## src/rtl/muldiv_sequencer_if.sv

```systemverilog
// muldiv_sequencer_if: ID-stage decode inputs and multiply/divide sequencing outputs.
interface muldiv_sequencer_if;
    logic       id_stall;
    logic [5:0] id_opcode;
    logic [5:0] id_funct;
    logic       id_md_start;
    logic [1:0] id_md_op;
    logic       id_md_stall;
    logic       md_busy;
    logic       md_done;

    modport master (
        output id_stall, id_opcode, id_funct,
        input  id_md_start, id_md_op, id_md_stall, md_busy, md_done
    );

    modport slave (
        input  id_stall, id_opcode, id_funct,
        output id_md_start, id_md_op, id_md_stall, md_busy, md_done
    );
endinterface

```

## src/rtl/muldiv_sequencer.sv

```systemverilog
// muldiv_sequencer: sequences multi-cycle MULT/MULTU/DIV/DIVU, drives the HI/LO write
// strobe and stalls ID while HI/LO or a further mul/div would collide with a busy unit.
module muldiv_sequencer #(
    parameter int MUL_CYCLES = 4,
    parameter int DIV_CYCLES = 32,
    parameter int CNT_W      = 6
) (
    input logic              clock,
    input logic              reset,
    muldiv_sequencer_if.slave bus
);
    typedef enum logic {IDLE, BUSY} state_t;

    state_t           state, state_nx;
    logic [CNT_W-1:0] cnt, cnt_nx;
    logic [1:0]       op, op_nx;
    logic             is_md, is_hilo, start, busy;

    always_ff @(posedge clock or negedge reset) begin
        if (!reset) begin
            state <= IDLE;
            cnt   <= '0;
            op    <= 2'b00;
        end else begin
            state <= state_nx;
            cnt   <= cnt_nx;
            op    <= op_nx;
        end
    end

    always_comb begin
        is_md    = bus.id_opcode == 6'b000000 && bus.id_funct[5:2] == 4'b0110;
        is_hilo  = bus.id_opcode == 6'b000000 && bus.id_funct[5:2] == 4'b0100;
        busy     = state == BUSY;
        start    = !busy && is_md && !bus.id_stall;
        state_nx = state;
        cnt_nx   = cnt;
        op_nx    = op;
        if (start) begin
            state_nx = BUSY;
            op_nx    = bus.id_funct[1:0];
            cnt_nx   = bus.id_funct[1] ? CNT_W'(DIV_CYCLES - 1) : CNT_W'(MUL_CYCLES - 1);
        end else if (busy) begin
            // cnt holds at zero on the final cycle so it never wraps
            state_nx = cnt == '0 ? IDLE : BUSY;
            cnt_nx   = cnt == '0 ? cnt : cnt - CNT_W'(1);
        end
    end

    always_comb begin
        bus.id_md_start = start;
        bus.id_md_op    = op;
        bus.md_busy     = busy;
        bus.md_done     = busy && cnt == '0;
        bus.id_md_stall = busy && (is_md || is_hilo);
    end
endmodule

```

## src/flat_wrapper.sv

```systemverilog
// flat-port wrapper written by rule: the top's interface ports become plain ports
module muldiv_sequencer_flat 
#(
    parameter int MUL_CYCLES = 4,
    parameter int DIV_CYCLES = 32,
    parameter int CNT_W      = 6
)
  (clock, reset, bus_id_stall, bus_id_opcode, bus_id_funct, bus_id_md_start, bus_id_md_op, bus_id_md_stall, bus_md_busy, bus_md_done);
  muldiv_sequencer_if bus_i ();
  input logic clock;
  input logic reset;
  input wire logic [$bits(bus_i.id_stall)-1:0] bus_id_stall;
  input wire logic [$bits(bus_i.id_opcode)-1:0] bus_id_opcode;
  input wire logic [$bits(bus_i.id_funct)-1:0] bus_id_funct;
  output wire logic [$bits(bus_i.id_md_start)-1:0] bus_id_md_start;
  output wire logic [$bits(bus_i.id_md_op)-1:0] bus_id_md_op;
  output wire logic [$bits(bus_i.id_md_stall)-1:0] bus_id_md_stall;
  output wire logic [$bits(bus_i.md_busy)-1:0] bus_md_busy;
  output wire logic [$bits(bus_i.md_done)-1:0] bus_md_done;
  assign bus_i.id_stall = bus_id_stall;
  assign bus_i.id_opcode = bus_id_opcode;
  assign bus_i.id_funct = bus_id_funct;
  assign bus_id_md_start = bus_i.id_md_start;
  assign bus_id_md_op = bus_i.id_md_op;
  assign bus_id_md_stall = bus_i.id_md_stall;
  assign bus_md_busy = bus_i.md_busy;
  assign bus_md_done = bus_i.md_done;
  muldiv_sequencer #(.MUL_CYCLES(MUL_CYCLES), .DIV_CYCLES(DIV_CYCLES), .CNT_W(CNT_W)) u_core (.clock(clock), .reset(reset), .bus(bus_i));
endmodule
```

## config.mk

```make
export PLATFORM = sky130hd
export DESIGN_NAME = muldiv_sequencer_flat
export DESIGN_NICKNAME = d
export VERILOG_FILES = /design/src/rtl/muldiv_sequencer_if.sv /design/src/rtl/muldiv_sequencer.sv /design/src/flat_wrapper.sv
export SDC_FILE = /design/constraint.sdc
export NUM_CORES = 1
export LEC_CHECK = 0
export ABC_AREA = 1
export CAP_MARGIN = 30
export CORE_MARGIN = 5
export CORE_UTILIZATION = 42
export DETAILED_ROUTE_END_ITERATION = 16
export GPL_TIMING_DRIVEN = 0
export PLACE_DENSITY = 0.82
export SLEW_MARGIN = 25
export SYNTH_ARGS = -nofsm -noshare
export SYNTH_HDL_FRONTEND = slang
export SYNTH_SLANG_ARGS = --single-unit
```

## constraint.sdc

```tcl
create_clock -name clock -period 1.3 [get_ports clock]
set_input_delay 0.13 -clock clock [delete_from_list [all_inputs] [get_ports clock]]
set_output_delay 0.13 -clock clock [all_outputs]
set_load 0.02 [all_outputs]
```

# After elaboration in Yosys (flattened, before gate mapping)
# Cells that the tools add are included.
word_totals:
  reg_bits: 9
  in_bits: 15
  out_inout_bits: 6
  word_cells: 27
classes:
  addsub: 1
  n_eq_ne: 3
  n_mux: 7
  n_reduce_logical: 13
op_table:
  columns: ["cell", "n"]
  rows:
  - ["6-bit 2-to-1 mux", 3]
  - ["6-bit logical NOT", 2]
  - ["4-bit by 3-bit == test with 1-bit output (second input constant)", 2]
  - ["1-bit logical AND", 6]
  - ["6-bit by 1-bit subtractor with 6-bit output (second input constant)", 1]
  - ["5-bit 2-to-1 mux", 1]
  - ["1-bit 2-to-1 mux", 3]
  - ["1-bit logical NOT", 2]
  - ["2-bit != test (second input constant)", 1]
  - ["2-bit AND reduction", 1]
  - ["2-bit nonzero test", 1]
  - ["1-bit logical OR", 1]

# Depth between registers and ports, before layout
# Gate-level depths: netlist of run 1.
depth:
  word_depth: 6
  mapped_depth: 10
  ltp_nobuf: 9

# Least setup slack after synthesis of run 1
# No wires, ideal clock.
synth_timing:
  path_type: "register -> register"
  from: "register u_core.state, in the netlist u_core.bus.md_busy"
  to: "register u_core.cnt[2]"
  setup_ns: 0.117
  arrival_ns: 1.131
  t_required_ns: 1.183
  setup_slack_ns: 0.052
  path_stages_with_launch: 10
  path_buffers: 1
  synth_period_minus_slack_ns: 1.248
  path_cell_list: "dfrtp_1 inv_2 nand2_1 nor2_2 nand2_2 buf_6 nand2_2 nand2_1 nand2_1 nand2_1"
synth_via:
  elab_chain_cells: 5
  elab_cells_between_ends: 7
  cone_classes: "eq/ne: 1; mux: 1; reduce/logical: 5"
synth_rtl:
  columns: ["element", "line_no", "source"]
  rows:
  - ["from (decl)", "muldiv_sequencer.sv:14", "state_t state, state_nx;"]
  - ["from (signal assigned)", "muldiv_sequencer.sv:25", "state <= state_nx;"]
  - ["1-bit logical NOT", "muldiv_sequencer.sv:35", "start = !busy && is_md && !bus.id_stall;"]
  - ["1-bit logical AND (2 in a row)", "muldiv_sequencer.sv:35", null]
  - ["2-bit != test (no line) or 2-bit nonzero test (tied branches)", null, null]
  - ["2-bit AND reduction (no line)", null, null]
  - ["to (signal assigned)", "muldiv_sequencer.sv:26", "cnt <= cnt_nx;"]
  - ["to (decl)", "muldiv_sequencer.sv:15", "logic [CNT_W-1:0] cnt, cnt_nx;"]
# Parallel ways exist; a longest one is shown, timed or not.
# A chain may end at the register's enable or synchronous reset.

# Worst setup path in the final report of run 1
layout_timing:
  from: "register u_core.state, in the netlist u_core.bus.md_busy"
  to: "output port bus_id_md_start"
layout_via:
  elab_chain_cells: 3
layout_rtl:
  columns: ["element", "line_no", "source"]
  rows:
  - ["1-bit logical NOT", "muldiv_sequencer.sv:35", null]
  - ["1-bit logical AND (2 in a row)", "muldiv_sequencer.sv:35", null]
  - ["to (decl)", "flat_wrapper.sv:15", "output wire logic [$bits(bus_i.id_md_start)-1:0] bus_id_md_start;"]
# No other way between the ends.

==> flow_metrics.tcl, run 1 <==
set metrics [dict create \
    portBuffers 20 \
    worst_pin_slew_ns 0.428 \
    worst-path-buf-inv 4 \
    cp_max_fo 4 \
    start_kind "register" \
    swShare_pct 25.2 \
    slew_violations 0 \
    initial_utilization_pct 44.0 \
    fin_skew_ns 0.00642 \
    maxSlewHeadroom_pct 71.4 \
    p_int_w 0.000478 \
    place_ws_ns -0.647 \
    crit_path_top_delay_cell "dfrtp_2" \
    cpPeakStageDelay_ns 0.41 \
    die-height_um 46.9 \
    cts_root_buf "clkbuf_4" \
    ant_nets 0 \
    dp_hpwl_um 1000 \
    die_x_um 46.9 \
    area_growth_syn_to_layout_pct 67.9 \
    cp-end-kind "primary output" \
    maxCapViolations 0 \
    p_comb_share_pct 20.8 \
    synth-seq-area-share_pct 39.3 \
    synthCells 78 \
    drc 0 \
    grt_max_degree 10 \
    yosysMostFrequentCell "nand2_1" \
    clk_pin_slew_ns 0.07 \
    ys.flop_type "dfrtp_1" \
    htreeDepth 1 \
    wirelength_um 1520 \
    grt_overflow 0 \
    share_seq_of_total_power_pct 45.3 \
    yosysTopAreaCell "dfrtp_1" \
    setup_viol 5 \
    io_pins 21 \
    wl_per_cell_um 12.1 \
    viasPerCell 4.89 \
    cts_buffers 3 \
    outcome "finished with violations" \
    worst_ep_required_time_ns 1.17 \
    avgSynthCellArea_um2 7.35 \
    yosysUniqueCellTypes 17 \
    synth_area_um2 573 \
    synth_warnings 0 \
    place_congestion 0.778 \
    drive_gt1_share_pct 34.2 \
    layout.nets 129 \
    fin_cells 126 \
    peakVddDrop_v 0.000655 \
    first_pass_iters 4 \
    p_switching_w 0.000161 \
    clkLatencyLatePin_ns 0.26 \
    core_area_um2 1300 \
    finalHoldViolations 0 \
    synth_top_area_share_pct 39.3 \
    fin_crit_ns 1.43 \
    min_path_type "in2async" \
    routed-via-count 616 \
    die_area_um2 2200 \
    synth_top_cells_by_area "dfrtp_1 (39%), nand2_1 (16%), nor2_1 (7.9%), nand3_1 (5.2%), ha_1 (4.4%)" \
    clkPwrFrac_pct 33.9 \
    leakage_nw 0.540 \
    crit_top_cell "buf_6" \
    ctsHoldBuffers 0 \
    synth-async-reset-ratio_pct 100 \
    fin_crit_sh_pct 110 \
    cts_tree "yes" \
    grt_pass1_vias 576 \
    dp.cells 113 \
    antenna_found_initial 0 \
    num_antenna_cells 0 \
    finalWorstSetupSlack_ns -0.135 \
    synth_edf_count 0 \
    fmax_mhz 697 \
    grt_pass1_wl_um 2330 \
    worstSetupPathType "reg2out" \
    clockBufferDepth 2 \
    drtIter0Drc 15 \
    cp.arrival_ns 1.30 \
    path_cells "inv_2 > nand2_2 > nor2_4 > nand2_4 > buf_6 > inv_4 > buf_6" \
    cellPowerDensity_nw_per_um2 664 \
    synth-seq-cells 9 \
    grt.total_usage_pct 14.7 \
    clock_sinks 9 \
    synth_commonest_cells "nand2_1 (25), nor2_1 (12), dfrtp_1 (9)" \
    path_delay_family "flip-flops" \
    syn-num-nets 95 \
    violations "setup timing" \
    rsz0062_at_grt "yes" \
    rows 13 \
]
[area by class of cell]
cell class | count | area (µm²)
Buffer | 1 | 11.3
Tap cell | 15 | 18.8
Multi-Input combinational cell | 61 | 380
Timing Repair Buffer | 29 | 269
Clock buffer | 4 | 26.3
Fill cell | 92 | 339
Inverter | 7 | 28.8
Sequential cell | 9 | 228
[placed cells by master (no fill, tap or decap), types with 3 or more instances in the layout]
master / netlist / routed
buf_4: 0 / 10
buf_6: 1 / 3
clkbuf_4: 0 / 3
clkdlybuf4s50_1: 0 / 12
dfrtp_1: 9 / 7
dlygate4sd2_1: 0 / 3
inv_1: 5 / 3
inv_2: 2 / 3
nand2_1: 25 / 24
nand2_2: 3 / 3
nand3_1: 6 / 5
nor2_1: 12 / 10
nor2_2: 4 / 3
nor2_4: 0 / 3
[power groups by stage]
stage | Clock, W | Combinational (W) | Sequential [W]
3_5_place_dp | 0 | 0.000106 | 0.000294
4_1_cts | 0.000221 | 0.000120 | 0.000289
6_report | 0.000217 | 0.000133 | 0.000289
2_1_floorplan | 0 | 0.0000484 | 0.000295
5_1_grt | 0.000233 | 0.000146 | 0.000290
3_3_place_gp | 0 | 0.000105 | 0.000294
[per-stage QoR]
stage	hold WS, ns	total power (W)	util (%)	cell area, µm²	setup TNS (ns)
2_1_floorplan	-0.166	0.000343	-	573	0
3_3_place_gp	0.447	0.000399	60.9	792	-1.87
3_5_place_dp	0.458	0.000401	60.9	792	-2.20
4_1_cts	0.180	0.000631	68.8	896	-0.303
5_1_grt	0.192	0.000669	73.9	962	-1.03
6_report	0.175	0.000638	73.9	962	-0.375
[worst reg2reg max path, delay by kind of cell, from the launching register on]
family        cells  cell delay [ns]
buf+inv           3             0.37
simple gates      7             0.49
flops             1             0.41
[layer usage]
layer / part of all wire [%] / GRT usage (%) / vias to the layer above
met3: 5.2 / 4.21 / 2
met5: 0 / 0 / -
met1: 42 / 19.9 / 292
li1: - / - / 307
met4: 0.26 / 3.31 / 0
met2: 52 / 23.3 / 15
[state kept, by name (all words and copies together) (netlist names)]
register and count:
u_core.cnt 6, u_core.bus.id_md_op 2, u_core.bus.md_busy 1
[worst paths after layout]
kind | endpoint | from | depth (start not counted) | slack, ns
min reg2reg | u_core.bus.id_md_op[0] | u_core.bus.id_md_op[0] | 2 | 0.48
max | bus_id_md_start | u_core.bus.md_busy | 7 | -0.13
min | u_core.cnt[4] | reset | 1 | 0.17
max in group asynchronous | u_core.bus.md_busy | reset | 1 | 0.80
min in group clock | u_core.bus.md_busy | bus_id_opcode[3] | 6 | 0.38
max reg2reg | u_core.cnt[2] | u_core.bus.md_busy | 10 | -0.07
[repair_timing]
action,in CTS,in global routing
buffers inserted,6,3
endpoints found under the setup margin,6,11
gates cloned,0,0
gates resized for setup,30,12
pin swaps,3,8
[cells by family after synthesis]
family / after synthesis / share of synthesized area [%]
AO/OA/AOI/OAI: 1 / 1.31
XOR/XNOR: 3 / 4.59
adder cells (fa/ha/maj): 2 / 4.37
buffers and inverters: 8 / 6.55
flip-flops: 9 / 39.3
AND/OR/NAND/NOR: 55 / 43.9
Note: power is estimated with default switching activity, not from simulation.
==> run 2: changes to the inputs <==
Settings changed: PLACE_DENSITY 0.82 to 0.76.
==> run 2 against run 1 <==
  * Design area rose by 3.4%
  * The flow still finishes with violations (setup timing)
  * Fmax is 3.2% lower
  * Clock power about the same
  * Final cell count rose by 4.8%
  * Global-route usage rose by 1.1 points
  * Via count grew 5.5%
  * Combinational power increased by 8%
  * Sequential share of layout area shrank 0.90 points
  * Total power up 1.5%
  * Largest power group unchanged
==> flow_metrics.tcl, run 2 (synthesized netlist as in run 1, its figures left out) <==
set metrics [dict create \
    maxSlewHeadroom_pct 72.3 \
    cp-end-kind "primary output" \
    clockBufferDepth 2 \
    worst_ep_required_time_ns 1.17 \
    fmax_mhz 675 \
    dp.cells 113 \
    htreeDepth 1 \
    grt_overflow 0 \
    setup_viol 6 \
    drive_gt1_share_pct 38.5 \
    initial_utilization_pct 44.0 \
    cts_tree "yes" \
    path_cells "clkdlybuf4s50_1 > nor2_1 > nand3_2 > nor2_2 > nand2_2 > buf_6 > inv_4 > buf_6" \
    cp_max_fo 7 \
    cellPowerDensity_nw_per_um2 651 \
    rsz0062_at_grt "yes" \
    area_growth_syn_to_layout_pct 73.6 \
    die_area_um2 2200 \
    finalWorstSetupSlack_ns -0.181 \
    viasPerCell 4.92 \
    place_ws_ns -0.648 \
    wirelength_um 1810 \
    fin_cells 132 \
    core_area_um2 1300 \
    final_util_pct 76.4 \
    grt_pass1_wl_um 2470 \
    whs_ns 0.164 \
    routed-via-count 650 \
    worstSetupPathType "in2out" \
    maxCapViolations 0 \
    regMostFlops "u_core.cnt" \
    r2r_start "u_core.bus.md_busy" \
    dp_hpwl_um 1030 \
    cts_buffers 3 \
    place_area_um2 792 \
    cts_root_buf "clkbuf_4" \
    clk_pin_slew_ns 0.06 \
    place_congestion 0.771 \
    cpPeakStageDelay_ns 0.44 \
    violations "setup timing" \
    outcome "finished with violations" \
    mostFrequentLayoutCells "nand2_1 (23), buf_4 (14), clkdlybuf4s50_1 (13), nor2_1 (9), dfrtp_1 (8)" \
    num_antenna_cells 0 \
    worst_pin_slew_ns 0.414 \
    fin_skew_ns 0.00525 \
    die_x_um 46.9 \
    design_area_um2 995 \
    largest_reg_flops 6 \
    grt_pass1_vias 590 \
    die-height_um 46.9 \
    crit_path_top_delay_cell "clkdlybuf4s50_1" \
    fin_crit_ns 1.48 \
    min_path_type "in2async" \
    final_common_cell "nand2_1" \
    clock_sinks 9 \
    slew_violations 0 \
    io_pins 21 \
    clkLatencyLatePin_ns 0.26 \
    antenna_found_initial 0 \
    crit_start "bus_id_opcode[0]" \
    crit_top_cell "buf_6" \
    drtIter0Drc 14 \
    portBuffers 20 \
    rows 13 \
    layout.nets 135 \
    grt_max_degree 11 \
    first_pass_iters 4 \
    ant_nets 0 \
    drc 0 \
    rrSetupSlack_ns -0.04 \
    cp.arrival_ns 1.35 \
    peakVddDrop_v 0.000488 \
    start_kind "input port" \
    fin_crit_sh_pct 114 \
    wl_per_cell_um 13.7 \
    grt.total_usage_pct 15.8 \
    leakage_nw 0.549 \
    finalHoldViolations 0 \
]
-- run 2: power by group --
part	total, W	switching [W]	internal (W)
Combinational	0.000143	0.0000631	0.0000799
Clock	0.000216	0.0000973	0.000118
Sequential	0.000289	0.00000438	0.000285
-- run 2: per-stage QoR --
stage,setup TNS [ns],power (W)
3_5_place_dp,-2.20,0.000401
4_1_cts,-0.231,0.000632
6_report,-0.500,0.000648
2_1_floorplan,0,0.000343
3_3_place_gp,-1.97,0.000399
5_1_grt,-0.888,0.000682
-- run 2: layout make-up --
type / instances / area [µm²]
buffer: 1 / 11.3
clock buffer: 4 / 26.3
fill: 81 / 307
inverter: 7 / 28.8
multi-input combinational: 61 / 370
sequential: 9 / 226
tap: 15 / 18.8
timing repair buffer: 35 / 313
-- run 2: layer usage --
metal	global-route usage [%]	vias up	wire (µm)	part of all wire (%)
met5	0	-	0	0
met4	3.31	0	63	3.5
met3	7.28	6	80	4.4
met2	27.4	22	945	52
met1	17.8	302	717	40
li1	-	320	-	-
-- run 2: what timing repair did --
item,in CTS,in global routing
pin swaps,2,9
resized for setup,27,13
setup buffers,5,10
hold buffers,0,0
hold endpoints to repair,0,0
endpoints found under the setup margin,6,5
-- run 2: path summary, 6_finish.rpt --
check,end,cells after the start
max,bus_id_md_start,8
min,u_core.cnt[5],1
max reg2reg,u_core.cnt[2],10
min reg2reg,u_core.bus.id_md_op[1],2
max in group asynchronous,u_core.bus.md_busy,1
min in group clock,u_core.bus.id_md_op[0],3
-- run 2: worst max-delay path, delay by kind of cell --
family | cells | cell delay (ns)
and+or+nand+nor | 4 | 0.47
buffers and inverters | 4 | 0.75
